**src/rtl/link_pkg.sv**
```systemverilog
// Shared client-link definitions: FSM encoding, byte width,
// request codes and the assembled request bundle.
package link_pkg;

  localparam int BYTE_W = 8;

  localparam logic [0:0] WAIT_CODE = 1'b0;
  localparam logic [0:0] WAIT_ADDR = 1'b1;

  localparam logic [BYTE_W-1:0] REQ_READ   = 8'h01;
  localparam logic [BYTE_W-1:0] REQ_WRITE  = 8'h02;
  localparam logic [BYTE_W-1:0] REQ_STATUS = 8'h03;
  localparam logic [BYTE_W-1:0] REQ_RESET  = 8'h04;

  typedef struct packed {
    logic [BYTE_W-1:0] code;
    logic [BYTE_W-1:0] addr;
  } request_t;

endpackage

```
**src/rtl/request_assembler_timeout_counter.sv**
```systemverilog
// Gap timer between the code byte and the address byte;
// terminal flags the last permitted cycle.
module timeout_counter #(
  parameter int TIMEOUT_CYCLES = 50_000_000
) (
  input  logic clock,
  input  logic reset_n,
  input  logic clear,
  input  logic enable,
  output logic terminal
);

  localparam int CNT_W = $clog2(TIMEOUT_CYCLES);

  logic [CNT_W-1:0] count;

  always_ff @(posedge clock) begin
    if (!reset_n) begin
      count <= '0;
    end else if (clear) begin
      count <= '0;
    end else if (enable) begin
      count <= count + 1'b1;
    end
  end

  assign terminal = (count == CNT_W'(TIMEOUT_CYCLES - 1));

endmodule

```
**src/rtl/request_assembler.sv**
```systemverilog
// Collects {code, address} byte pairs from UART_RX and holds
// each request in a 1-deep valid/accept output register.
module request_assembler
  import link_pkg::*;
#(
  parameter int TIMEOUT_CYCLES = 50_000_000
) (
  input  logic              clock,
  input  logic              reset_n,
  input  logic              rx_done,
  input  logic [BYTE_W-1:0] rx_byte,
  input  logic              request_accept,
  output logic              request_valid,
  output logic [BYTE_W-1:0] request_code,
  output logic [BYTE_W-1:0] sensor_address,
  output logic              timeout,
  output logic              overrun
);

  logic [0:0]        state;
  logic [BYTE_W-1:0] code_buf;
  request_t          held;
  logic              terminal;
  logic              complete;
  logic              expire;
  logic              load;

  assign complete = (state == WAIT_ADDR) && rx_done;
  assign expire   = (state == WAIT_ADDR) && !rx_done && terminal;
  assign load     = complete && (!request_valid || request_accept);

  timeout_counter #(
    .TIMEOUT_CYCLES(TIMEOUT_CYCLES)
  ) u_timer (
    .clock   (clock),
    .reset_n (reset_n),
    .clear   ((state == WAIT_CODE) && rx_done),
    .enable  ((state == WAIT_ADDR) && !rx_done && !terminal),
    .terminal(terminal)
  );

  always_ff @(posedge clock) begin
    if (!reset_n) begin
      state    <= WAIT_CODE;
      code_buf <= '0;
    end else begin
      unique case (1'b1)
        (state == WAIT_CODE): begin
          if (rx_done) begin
            code_buf <= rx_byte;
            state    <= WAIT_ADDR;
          end
        end
        (state == WAIT_ADDR): begin
          if (rx_done || terminal) begin
            state <= WAIT_CODE;
          end
        end
        default: state <= WAIT_CODE;
      endcase
    end
  end

  // Accept and a new completion in the same cycle hand over seamlessly.
  always_ff @(posedge clock) begin
    if (!reset_n) begin
      request_valid <= 1'b0;
      held          <= '0;
      timeout       <= 1'b0;
      overrun       <= 1'b0;
    end else begin
      timeout <= expire;
      overrun <= complete && request_valid && !request_accept;
      if (load) begin
        request_valid <= 1'b1;
        held          <= '{code: code_buf, addr: rx_byte};
      end else if (request_accept) begin
        request_valid <= 1'b0;
      end
    end
  end

  assign request_code   = held.code;
  assign sensor_address = held.addr;

endmodule
```
**config.mk**
```make
export PLATFORM = sky130hd
export DESIGN_NAME = request_assembler
export DESIGN_NICKNAME = d
export VERILOG_FILES = /design/src/rtl/link_pkg.sv /design/src/rtl/request_assembler_timeout_counter.sv /design/src/rtl/request_assembler.sv
export SDC_FILE = /design/constraint.sdc
export NUM_CORES = 1
export LEC_CHECK = 0
export CAP_MARGIN = 10
export CORE_MARGIN = 4
export CORE_UTILIZATION = 37
export CTS_CLUSTER_DIAMETER = 80
export DETAILED_ROUTE_END_ITERATION = 12
export SETUP_SLACK_MARGIN = 0.3
export SYNTH_ARGS = -nofsm -noshare
export SYNTH_HDL_FRONTEND = slang
export SYNTH_SLANG_ARGS = --single-unit
```
**constraint.sdc**
```tcl
create_clock -name clock -period 2.9 [get_ports clock]
set_input_delay 0.725 -clock clock [delete_from_list [all_inputs] [get_ports clock]]
set_output_delay 0.725 -clock clock [all_outputs]
set_load 0.02 [all_outputs]
```
# ---- Yosys cells after proc, flatten, opt, wreduce, memory -nomap -nowiden
# Cells that the tools add are included.
dict set report classes {
  add_sub_neg 1
  multipliers 0
  div 0
  magnitude_cmp 0
  eq_ne 1
  shift 0
  muxes 5
  bitwise 2
  reduce_logical 17
}
# cell count
set ops {}
lappend ops {{26-bit by 1-bit adder with 26-bit output, second input constant} 1}
lappend ops {{26-bit equality test, second input constant} 1}
lappend ops {{1-bit logical AND} 8}
lappend ops {{1-bit zero test} 4}
lappend ops {{1-bit two-way mux} 4}
lappend ops {{1-bit logical OR} 2}
lappend ops {{1-bit inverter} 2}
lappend ops {{1-bit one-hot mux with 2 select lines} 1}
lappend ops {{2-bit AND reduction} 1}
lappend ops {{2-bit nonzero test} 1}
lappend ops {{2-bit OR reduction} 1}
dict set report word_totals {
  reg_bits 54
  latchBits 0
  ram_bits 0
  romBits 0
  in_bits 12
  output_inout_bits 19
  wordCells 34
  memories 0
}

# ---- Longest topological paths before layout
# Gate-level depths: netlist of run 1.
dict set report depth {
  word_depth 4
  mapped_depth 8
  depth_no_buf 6
}

# ---- Modules after synthesis
# Synthesis of run 1 repeated with hierarchy kept, for this count alone.
dict set report unflattened {
  hier_cells 268
  area_unflattened_um2 2369.8
}
# module instances cells_each area_per_inst_um2 seq_area_each_um2
set by_module_without_submodules {}
lappend by_module_without_submodules {timeout_counter 1 149 1257.5 520.5}
lappend by_module_without_submodules {request_assembler 1 119 1112.3 560.5}

# ---- Least setup slack after synthesis of run 1
# Ideal clock, no wire load.
dict set report synth_path {
  path_type {in2reg}
  startpoint {input rx_done}
  endpoint {register u_timer.count[13]}
  setup_time_ns 0.069
  arrival_ns 1.715
  required_time_ns 2.831
  setup_slack_ns 1.116
  stages 5
  n_path_buf 1
  cell_sequence {nand2b_1 -> a21o_4 -> buf_6 -> or3_1 -> a21oi_2}
}
dict set report synth_between {
  elab_chain_cells 3
  word_cells_on_any_way 5
  classes_between {reduce/logical: 5}
}
# element line_no
set synth_lines {}
lappend synth_lines {{start, declared} request_assembler.sv:10} ;# input logic rx_done,
lappend synth_lines {{1-bit zero test} request_assembler.sv:38} ;# .enable ((state == WAIT_ADDR) && !rx_done && !terminal),
lappend synth_lines {{1-bit logical AND (2 in series)} request_assembler.sv:38}
lappend synth_lines {{end signal, assigned} request_assembler_timeout_counter.sv:23} ;# count <= count + 1'b1;
lappend synth_lines {{end, declared} request_assembler_timeout_counter.sv:15} ;# logic [CNT_W-1:0] count;
# Several ways; a longest one is shown, not always the timed one.
# A chain may end at the register's enable or synchronous reset.

# ---- Final worst setup path of run 1
dict set report layout_path {
  startpoint {input rx_done}
  endpoint {register u_timer.count[14]}
}
# Same word-level chain as after synthesis.

==> impl_metrics.py, run 1 <==
metrics = {
    "sta": {
        "worst_pin_slew_ps": 581,
        "rsz0062_at_grt": "false",
        "fin_skew_ps": 10.7,
        "fmax_mhz": 468,
        "finalSetupViolations": 0,
        "finalHoldViolations": 0,
        "drv_slew": 0,
        "maxSlewHeadroom_pct": 61.2,
        "setup_tns_ps": 0,
        "min_period_ps": 2140,
        "post-route-period-util_pct": 73.7,
    },
    "worst_hold_path": {
        "worstHoldPathCells": 2,
        "min_path_type": "reg -> reg",
        "whs_endpoint": "request_code[6]",
        "hold_path.startpoint": "request_code[6]",
    },
    "logic_synthesis": {
        "synth_top_family_by_area": "simple AND/OR/NAND/NOR gates",
        "synth_cell_type_count": 39,
        "yosysTopAreaCell": "dfxtp_1",
        "synth-edff-count": 0,
        "seq_area_frac_synth_pct": 44.6,
        "synth_top_area_share_pct": 44.6,
        "synth_ff_type": "dfxtp_1",
        "synth-seq-cells": 54,
        "synthXorXnorAreaFrac_pct": 3.25,
        "synth_nets": 294,
        "netlist_instances": 281,
        "synth_adder_area_share_pct": 0.517,
        "synth_area_leaders": "dfxtp_1 (45%), nand2_1 (11%), a21boi_0 (8.1%)",
        "synthMuxAreaShare_pct": 0,
        "synth.cell_area_sq_um": 2420,
        "synth-simple-area-share_pct": 31.0,
        "synthArstFlopShare_pct": 0,
        "synth.avg_cell_area_sq_um": 8.62,
        "synth_warnings": 0,
        "synth_compound_area_share_pct": 17.7,
    },
    "finish": {
        "syn_to_final_growth_pct": 19.6,
        "final_cell_mix": "nand2_1 (73), dfxtp_1 (54), clkdlybuf4s50_1 (30)",
        "drive_above_1_share_pct": 10.5,
        "final_common_cell": "nand2_1",
        "diodes": 0,
        "fin_area_sq_um": 2900,
        "post-route-util_pct": 45.6,
        "n_fill_cell": 635,
        "nets": 326,
    },
    "route": {
        "routedWlPerCell_um": 13.0,
        "drc": 0,
        "wl_met2_mm": 2.24,
        "drt_first_iter_violations": 99,
        "ant_nets": 0,
        "routed.top_layer": "met4",
        "via_per_inst": 5.08,
        "wirelength_mm": 5.10,
        "drt-met1-wl_mm": 2.56,
        "dr.pass1.iters": 4,
        "dr_wl_met3_um": 244,
        "vias": 1988,
    },
    "worst_setup_path": {
        "reg2regPathDepth": 6,
        "end_kind": "flip-flop",
        "r2r_end": "u_timer.count[14]",
        "cp.required_ps": 3140,
        "crit_arrival_ps": 2380,
        "crit_family": "simple AND/OR/NAND/NOR gates",
        "critPathMaxFanout": 27,
        "r2r_slack_ps": 960,
        "path_cells": "clkdlybuf4s50_1, nand2b_1, a21o_4, or4_1, a21oi_1",
        "crit_type": "in -> reg",
        "cpPeakStageDelay_ps": 500,
        "r2r_start": "u_timer.count[0]",
        "worst_path_max_delay_cell": "clkdlybuf4s50_1",
        "worst-path-buf-inv": 1,
        "start_kind": "input pin",
    },
    "placement": {
        "io_buffers": 30,
        "gp_congestion": 0.848,
        "place_area_sq_um": 2810,
        "dp_hpwl_mm": 3.69,
    },
    "power": {
        "p_per_area_nw_per_um2": 446,
        "power.total_mw": 1.29,
        "p_leak_nw": 0.950,
        "ir_drop_v": 0.000256,
    },
    "clock_tree": {
        "cts.sinks": 54,
        "cts_resized": 0,
        "cts.clk_slew.worst_paths_ps": 90,
        "cts_tree": "done",
        "root_buffer": "clkbuf_8",
        "h-tree-depth": 2,
        "cts_setup_buffers": 0,
        "worstSkewPairLatency_ps": 310,
        "cts_buffer_depth": 2,
        "numCtsBuffers": 5,
        "ctsHoldBuffers": 0,
    },
    "floorplan": {
        "die_area_sq_um": 7900,
        "core_sq_um": 6350,
        "die_width_um": 88.9,
        "die_height_um": 88.9,
        "initial_utilization_pct": 38.1,
        "row_count": 29,
        "io_pins": 31,
    },
    "grt": {
        "grtUsageTotal_pct": 14.3,
        "grt_pass1_wl_mm": 8.88,
        "grt.overflow.total": 0,
        "antenna_found_initial": 0,
        "grt_max_degree": 28,
        "grt_pass1_vias": 1922,
    },
    "job": {
        "maxCapViolCount": 0,
    },
    "run_status": {
        "status": "complete, no violations",
    },
}
synthesized netlist by cell type (2+ instances only):
cell type   n
nand2_1    73
dfxtp_1    54
a21boi_0   26
nor2_1     18
clkbuf_1    9
nand3_1     9
nand4_1     9
xor2_1      8
a21oi_1     7
or4_1       7
a21oi_2     6
or3_1       6
o21ai_2     5
o211ai_1    4
and2_1      3
and4_1      3
nand2b_1    3
nor2b_1     3
nor3_1      3
o31ai_1     3
nand4b_1    2
nor4_4      2
o21ai_0     2
kinds of logic (layout without fill, tap and decap cells):
family                   after synthesis  in the layout
AO/OA/AOI/OAI                         57             57
XOR/XNOR                               9              9
adder cells (fa/ha/maj)                1              1
buffers and inverters                 13             46
flip-flops                            54             54
AND/OR/NAND/NOR                      147            147
worst max path at each step:
stage | end | cells after the start | startpoint | slack (ps)
final | u_timer.count[14] | 5 | rx_done | 760
after global routing | u_timer.count[14] | 5 | rx_done | 660
after CTS | u_timer.count[14] | 5 | rx_done | 790
after detailed placement | u_timer.count[14] | 5 | rx_done | 450
after global placement | u_timer.count[14] | 5 | rx_done | 510
after floorplan | u_timer.count[13] | 5 | rx_done | 1120
worst register-to-register path: stages (launching register included):
cell	delay (ps)
dfxtp_1	390
ha_1	270
nand2_1	150
nor2_2	190
nand2_1	200
or4_1	510
a21oi_1	150
area by class of cell:
type                            count  area [sq um]  share of cell area [%]
Clock buffer                        5          68.8                    2.38
Clock inverter                      3          21.3                   0.734
Inverter                            1          3.75                   0.130
Multi-Input combinational cell    214          1270                    43.9
Sequential cell                    54          1080                    37.3
Tap cell                           77          96.3                    3.33
Timing Repair Buffer               37           353                    12.2
power by group:
part           internal, mW  leakage, nW  switching, mW
Combinational        0.0471        0.468         0.0586
Clock                 0.170       0.0441          0.252
Sequential            0.755        0.437        0.00814
Total                 0.973        0.950          0.319
per-layer routing:
layer	vias to the layer above	track usage [%]
li1	1046	-
met1	905	19.0
met2	31	22.1
met3	6	4.52
met4	0	4.12
met5	-	0
registers in the layout (all words and copies together) (netlist names):
register / count
timeout: 1
overrun: 1
u_timer.count: 26
sensor_address: 8
request_valid: 1
code_buf: 8
request_code: 8
state: 1
metrics by stage:
step / instances / hold WS (ps) / worst slack [ps]
detailed placement: 383 / 455 / 450
global route: 391 / 488 / 661
floorplan: 281 / 441 / 1120
global placement: 383 / 449 / 505
finish: 391 / 464 / 763
CTS: 391 / 470 / 791
Power figures use the tool's default switching activity.
==> inputs of run 2 (changes only) <==
==> constraint.sdc (replaced) <==
create_clock -name clock -period 2.2 [get_ports clock]
set_input_delay 0.55 -clock clock [delete_from_list [all_inputs] [get_ports clock]]
set_output_delay 0.55 -clock clock [all_outputs]
set_load 0.02 [all_outputs]
==> run 2 against run 1 <==
Sequential power up 32%. Combinational power is 47% higher. Register-to-register slack lost 610 ps. Critical path type is now reg -> reg. Critical endpoint is now u_timer.count[11].
==> impl_metrics.py, run 2 (synthesis results as in run 1) <==
metrics = {
    "run_status": {
        "status": "complete, no violations",
    },
    "finish": {
        "final_common_cell": "nand2_1",
        "instances_no_fill": 399,
        "nets": 334,
        "post-route-util_pct": 47.6,
        "syn_to_final_growth_pct": 24.7,
        "drive_above_1_share_pct": 14.3,
        "diodes": 0,
        "largest_register_ffs": 26,
        "final_cell_mix": "nand2_1 (72), dfxtp_1 (53), clkdlybuf4s50_1 (29)",
        "n_fill_cell": 621,
        "multi_input_area_sq_um": 1320,
        "regMostFlops": "u_timer.count",
        "seqCellArea_sq_um": 1080,
    },
    "sta": {
        "drv_slew": 0,
        "finalSetupViolations": 0,
        "fmax_mhz": 542,
        "rsz0062_at_grt": "false",
        "setup_tns_ps": 0,
        "finalHoldViolations": 0,
        "min_period_ps": 1850,
        "worst_pin_slew_ps": 383,
        "post-route-period-util_pct": 83.9,
        "maxSlewHeadroom_pct": 74.3,
        "fin_skew_ps": 12.0,
    },
    "worst_setup_path": {
        "crit_arrival_ps": 2090,
        "crit_type": "reg -> reg",
        "reg2regPathDepth": 7,
        "critPathMaxFanout": 12,
        "cpPeakStageDelay_ps": 400,
        "path_cells": "ha_4, nand2_1, nor4_4, buf_4, a21o_4, or4_1, a21oi_1",
        "end_kind": "flip-flop",
        "r2r_end": "u_timer.count[11]",
        "worst-path-buf-inv": 1,
        "r2r_slack_ps": 350,
        "cp.required_ps": 2450,
        "start_kind": "flip-flop",
        "r2r_start": "u_timer.count[0]",
        "worst_path_max_delay_cell": "or4_1",
        "crit_family": "simple AND/OR/NAND/NOR gates",
    },
    "route": {
        "dr.pass1.iters": 4,
        "vias": 2060,
        "ant_nets": 0,
        "drt_first_iter_violations": 76,
        "wirelength_mm": 5.42,
        "via_per_inst": 5.16,
        "routedWlPerCell_um": 13.6,
        "drc": 0,
    },
    "grt": {
        "grt_pass1_wl_mm": 9.11,
        "grt_max_degree": 27,
        "grt.overflow.total": 0,
        "grtUsageTotal_pct": 14.3,
        "grt_pass1_vias": 1960,
        "antenna_found_initial": 0,
    },
    "power": {
        "p_per_area_nw_per_um2": 581,
        "p_leak_nw": 1.02,
        "power.total_mw": 1.75,
        "ir_drop_v": 0.000339,
    },
    "floorplan": {
        "die_height_um": 88.9,
        "io_pins": 31,
        "die_area_sq_um": 7900,
        "die_width_um": 88.9,
        "row_count": 29,
        "initial_utilization_pct": 38.1,
        "core_sq_um": 6350,
    },
    "clock_tree": {
        "worstSkewPairLatency_ps": 300,
        "cts_buffer_depth": 2,
        "h-tree-depth": 2,
        "root_buffer": "clkbuf_8",
        "cts_tree": "done",
        "cts.clk_slew.worst_paths_ps": 100,
        "numCtsBuffers": 5,
        "ctsHoldBuffers": 0,
        "cts.sinks": 54,
    },
    "worst_hold_path": {
        "hold_path.startpoint": "sensor_address[3]",
        "whs_endpoint": "sensor_address[3]",
        "worstHoldPathCells": 2,
        "min_path_type": "reg -> reg",
    },
    "placement": {
        "io_buffers": 30,
        "gp_congestion": 0.830,
        "dp_hpwl_mm": 3.77,
        "placed_cells": 388,
    },
    "job": {
        "maxCapViolCount": 0,
    },
}
run 2: report_power, final:
group | switching, mW | internal [mW]
combinational | 0.0824 | 0.0740
clock | 0.331 | 0.260
sequential | 0.0122 | 0.996
total | 0.425 | 1.33
run 2: worst max path at each step:
stage | start | to | slack, ps | cells past startpoint
floorplan | u_timer.count[0] | u_timer.count[13] | 540 | 7
global placement | rx_done | u_timer.count[14] | 70 | 5
detailed placement | rx_done | u_timer.count[14] | 40 | 5
CTS | u_timer.count[0] | u_timer.count[6] | 320 | 7
global route | u_timer.count[0] | u_timer.count[9] | 290 | 7
finish | u_timer.count[0] | u_timer.count[11] | 350 | 7
run 2: routing by layer:
layer / vias up / global-route usage, % / share of wire [%]
met5: - / 0 / 0
met4: 0 / 2.88 / 0.35
met3: 2 / 4.15 / 5.3
met2: 36 / 22.3 / 45
met1: 956 / 19.8 / 49
li1: 1066 / - / -
run 2: stage by stage:
step / worst slack, ps / hold slack (ps) / area [sq um]
2_1_floorplan: 540 / 441 / 2420
3_3_place_gp: 68.4 / 450 / 2860
3_5_place_dp: 35.4 / 455 / 2860
4_1_cts: 325 / 471 / 2960
5_1_grt: 288 / 494 / 3020
6_report: 354 / 465 / 3020
run 2: final cells by class:
cell class,count,share of cell area (%)
Clock buffer,6,2.73
Clock inverter,2,0.538
Inverter,1,0.124
Multi-Input combinational cell,215,43.7
Sequential cell,54,35.8
Tap cell,77,3.19
Timing Repair Buffer,44,13.9
run 2: worst register-to-register path, cell delays in order, from the launching register on:
cell	delay, ps
dfxtp_1	370
ha_4	200
nand2_1	170
nor4_4	90
buf_4	150
a21o_4	260
or4_1	410
a21oi_1	140
run 2: what timing repair did:
| item | 4_1_cts | 5_1_grt |
|---|---|---|
| pin swaps | 0 | 2 |
| endpoints found under the setup margin | 2 | 18 |
| cloned | 0 | 1 |
| resized for setup | 1 | 8 |
| buffers inserted | 0 | 2 |
==> inputs of run 3 (changes only) <==
==> constraint.sdc (replaced) <==
create_clock -name clock -period 1.7 [get_ports clock]
set_input_delay 0.425 -clock clock [delete_from_list [all_inputs] [get_ports clock]]
set_output_delay 0.425 -clock clock [all_outputs]
set_load 0.02 [all_outputs]
==> run 3 against run 2 <==
Critical path depth unchanged. Largest cell class unchanged. First-iteration DRC count grew 39%. Hold slack better by 1.8 ps. Highest routed layer unchanged.
==> impl_metrics.py, run 3 (synthesis results as in run 1) <==
metrics = {
    "worst_setup_path": {
        "setup.worst_path.start": "u_timer.count[0]",
        "r2r_slack_ps": 60,
        "r2r_start": "u_timer.count[0]",
        "crit_arrival_ps": 1890,
        "critPathMaxFanout": 7,
        "crit_type": "reg -> reg",
        "reg2regPathDepth": 7,
        "r2r_end": "u_timer.count[3]",
        "end_kind": "flip-flop",
        "start_kind": "flip-flop",
        "cp.required_ps": 1960,
    },
    "finish": {
        "drive_above_1_share_pct": 40.3,
        "largest_register_ffs": 26,
        "syn_to_final_growth_pct": 45.2,
        "n_fill_cell": 569,
        "final_cell_mix": "nand2_1 (68), buf_4 (47), dfxtp_1 (34)",
        "final_common_cell": "nand2_1",
        "fin_area_sq_um": 3520,
        "nets": 379,
        "post-route-util_pct": 55.4,
        "regMostFlops": "u_timer.count",
        "diodes": 0,
    },
    "sta": {
        "setup_tns_ps": 0,
        "worst_pin_slew_ps": 343,
        "maxSlewHeadroom_pct": 77.0,
        "drv_slew": 0,
        "finalHoldViolations": 0,
        "min_period_ps": 1640,
        "rsz0062_at_grt": "true",
        "whs_ps": 467,
        "fin_skew_ps": 13.6,
        "post-route-period-util_pct": 96.2,
        "finalSetupViolations": 0,
        "fmax_mhz": 612,
    },
    "worst_hold_path": {
        "hold_path.startpoint": "code_buf[3]",
        "whs_endpoint": "code_buf[3]",
        "worstHoldPathCells": 2,
        "min_path_type": "reg -> reg",
    },
    "route": {
        "drt_first_iter_violations": 106,
        "via_per_inst": 5.14,
        "routedWlPerCell_um": 14.0,
        "drc": 0,
        "vias": 2280,
        "wirelength_mm": 6.21,
        "dr.pass1.iters": 4,
        "ant_nets": 0,
    },
    "grt": {
        "antenna_found_initial": 0,
        "grt.overflow.total": 0,
        "grt_pass1_vias": 2111,
        "grt_pass1_wl_mm": 9.96,
        "grt_max_degree": 20,
        "grtUsageTotal_pct": 16.3,
    },
    "clock_tree": {
        "h-tree-depth": 2,
        "root_buffer": "clkbuf_8",
        "cts_buffer_depth": 2,
        "cts.clk_slew.worst_paths_ps": 100,
        "numCtsBuffers": 5,
        "ctsHoldBuffers": 0,
        "worstSkewPairLatency_ps": 310,
        "cts_tree": "done",
        "cts.sinks": 54,
    },
    "placement": {
        "gp_congestion": 0.856,
        "io_buffers": 30,
        "dp_hpwl_mm": 4.27,
        "place_area_sq_um": 3160,
    },
    "floorplan": {
        "die_height_um": 88.9,
        "die_area_sq_um": 7900,
        "core_sq_um": 6350,
        "io_pins": 31,
        "die_width_um": 88.9,
        "initial_utilization_pct": 38.1,
        "row_count": 29,
    },
    "power": {
        "power_frac_comb_pct": 10.1,
        "p_int_mw": 1.77,
        "p_clk_share_pct": 34.8,
        "p_sw_share_pct": 24.4,
        "p_leak_nw": 1.33,
        "pwr-share-seq_pct": 55.0,
        "p_sw_mw": 0.571,
        "p_per_area_nw_per_um2": 666,
        "power.total_mw": 2.34,
        "ir_drop_v": 0.000396,
    },
    "run_status": {
        "status": "complete, no violations",
    },
    "job": {
        "maxCapViolCount": 0,
    },
}
[run 3: cell types whose count changed in the layout (fill, tap and decap cells not counted), moves of 9 or more]
cell and change:
buf_4 +34, buf_6 +11, dfxtp_1 -19, dfxtp_2 +10, clkbuf_2 +12, clkdlybuf4s50_1 -19
dfxtp_4 +9
[run 3: layout make-up]
type | count | area (sq um) | area share, %
flip-flops and latches | 54 | 1130 | 32.1
clock buffers | 7 | 97.6 | 2.77
clock inverters | 1 | 7.51 | 0.213
well taps | 77 | 96.3 | 2.74
multi-input cells | 215 | 1460 | 41.5
repair buffers | 89 | 724 | 20.6
inverters | 1 | 3.75 | 0.107
[run 3: power by group through the flow]
stage	clock [mW]	combinational (mW)	sequential [mW]
final	0.817	0.237	1.29
after detailed placement	0	0.226	1.33
after floorplan	0	0.0926	1.34
after global routing	0.897	0.259	1.29
after global placement	0	0.226	1.33
after CTS	0.836	0.232	1.29
[run 3: repair_timing]
item,in CTS,in global routing
buffers inserted,16,1
gates cloned,1,0
endpoints found under the setup margin,62,47
pin swaps,17,17
gates resized for setup,72,37
[run 3: worst max path at each step]
stage	cells past startpoint	to
4_1_cts	7	u_timer.count[7]
6_report	7	u_timer.count[3]
3_3_place_gp	5	u_timer.count[7]
3_5_place_dp	5	u_timer.count[11]
5_1_grt	8	u_timer.count[0]
2_1_floorplan	6	u_timer.count[13]
[run 3: critical path, stage by stage, from the launching register on]
cell     delay [ps]
dfxtp_4         370
ha_4            170
nand2_4          70
nor4_4           50
buf_4           140
a21o_4          230
or4_4           490
nand2_2          70
[run 3: per-stage QoR]
stage | worst slack, ps | instances
after floorplan | 117 | 281
after global placement | -296 | 418
after detailed placement | -368 | 418
after CTS | 80.5 | 443
after global routing | -36.2 | 444
final | 65.0 | 444
[run 3: per-layer routing]
metal  vias up  GRT usage, %  part of all wire [%]
li1       1163             -                     -
met1      1071          20.8                    47
met2        37          27.0                    47
met3         9          3.69                   3.4
met4         0          5.49                   1.9
met5         -             0                     0
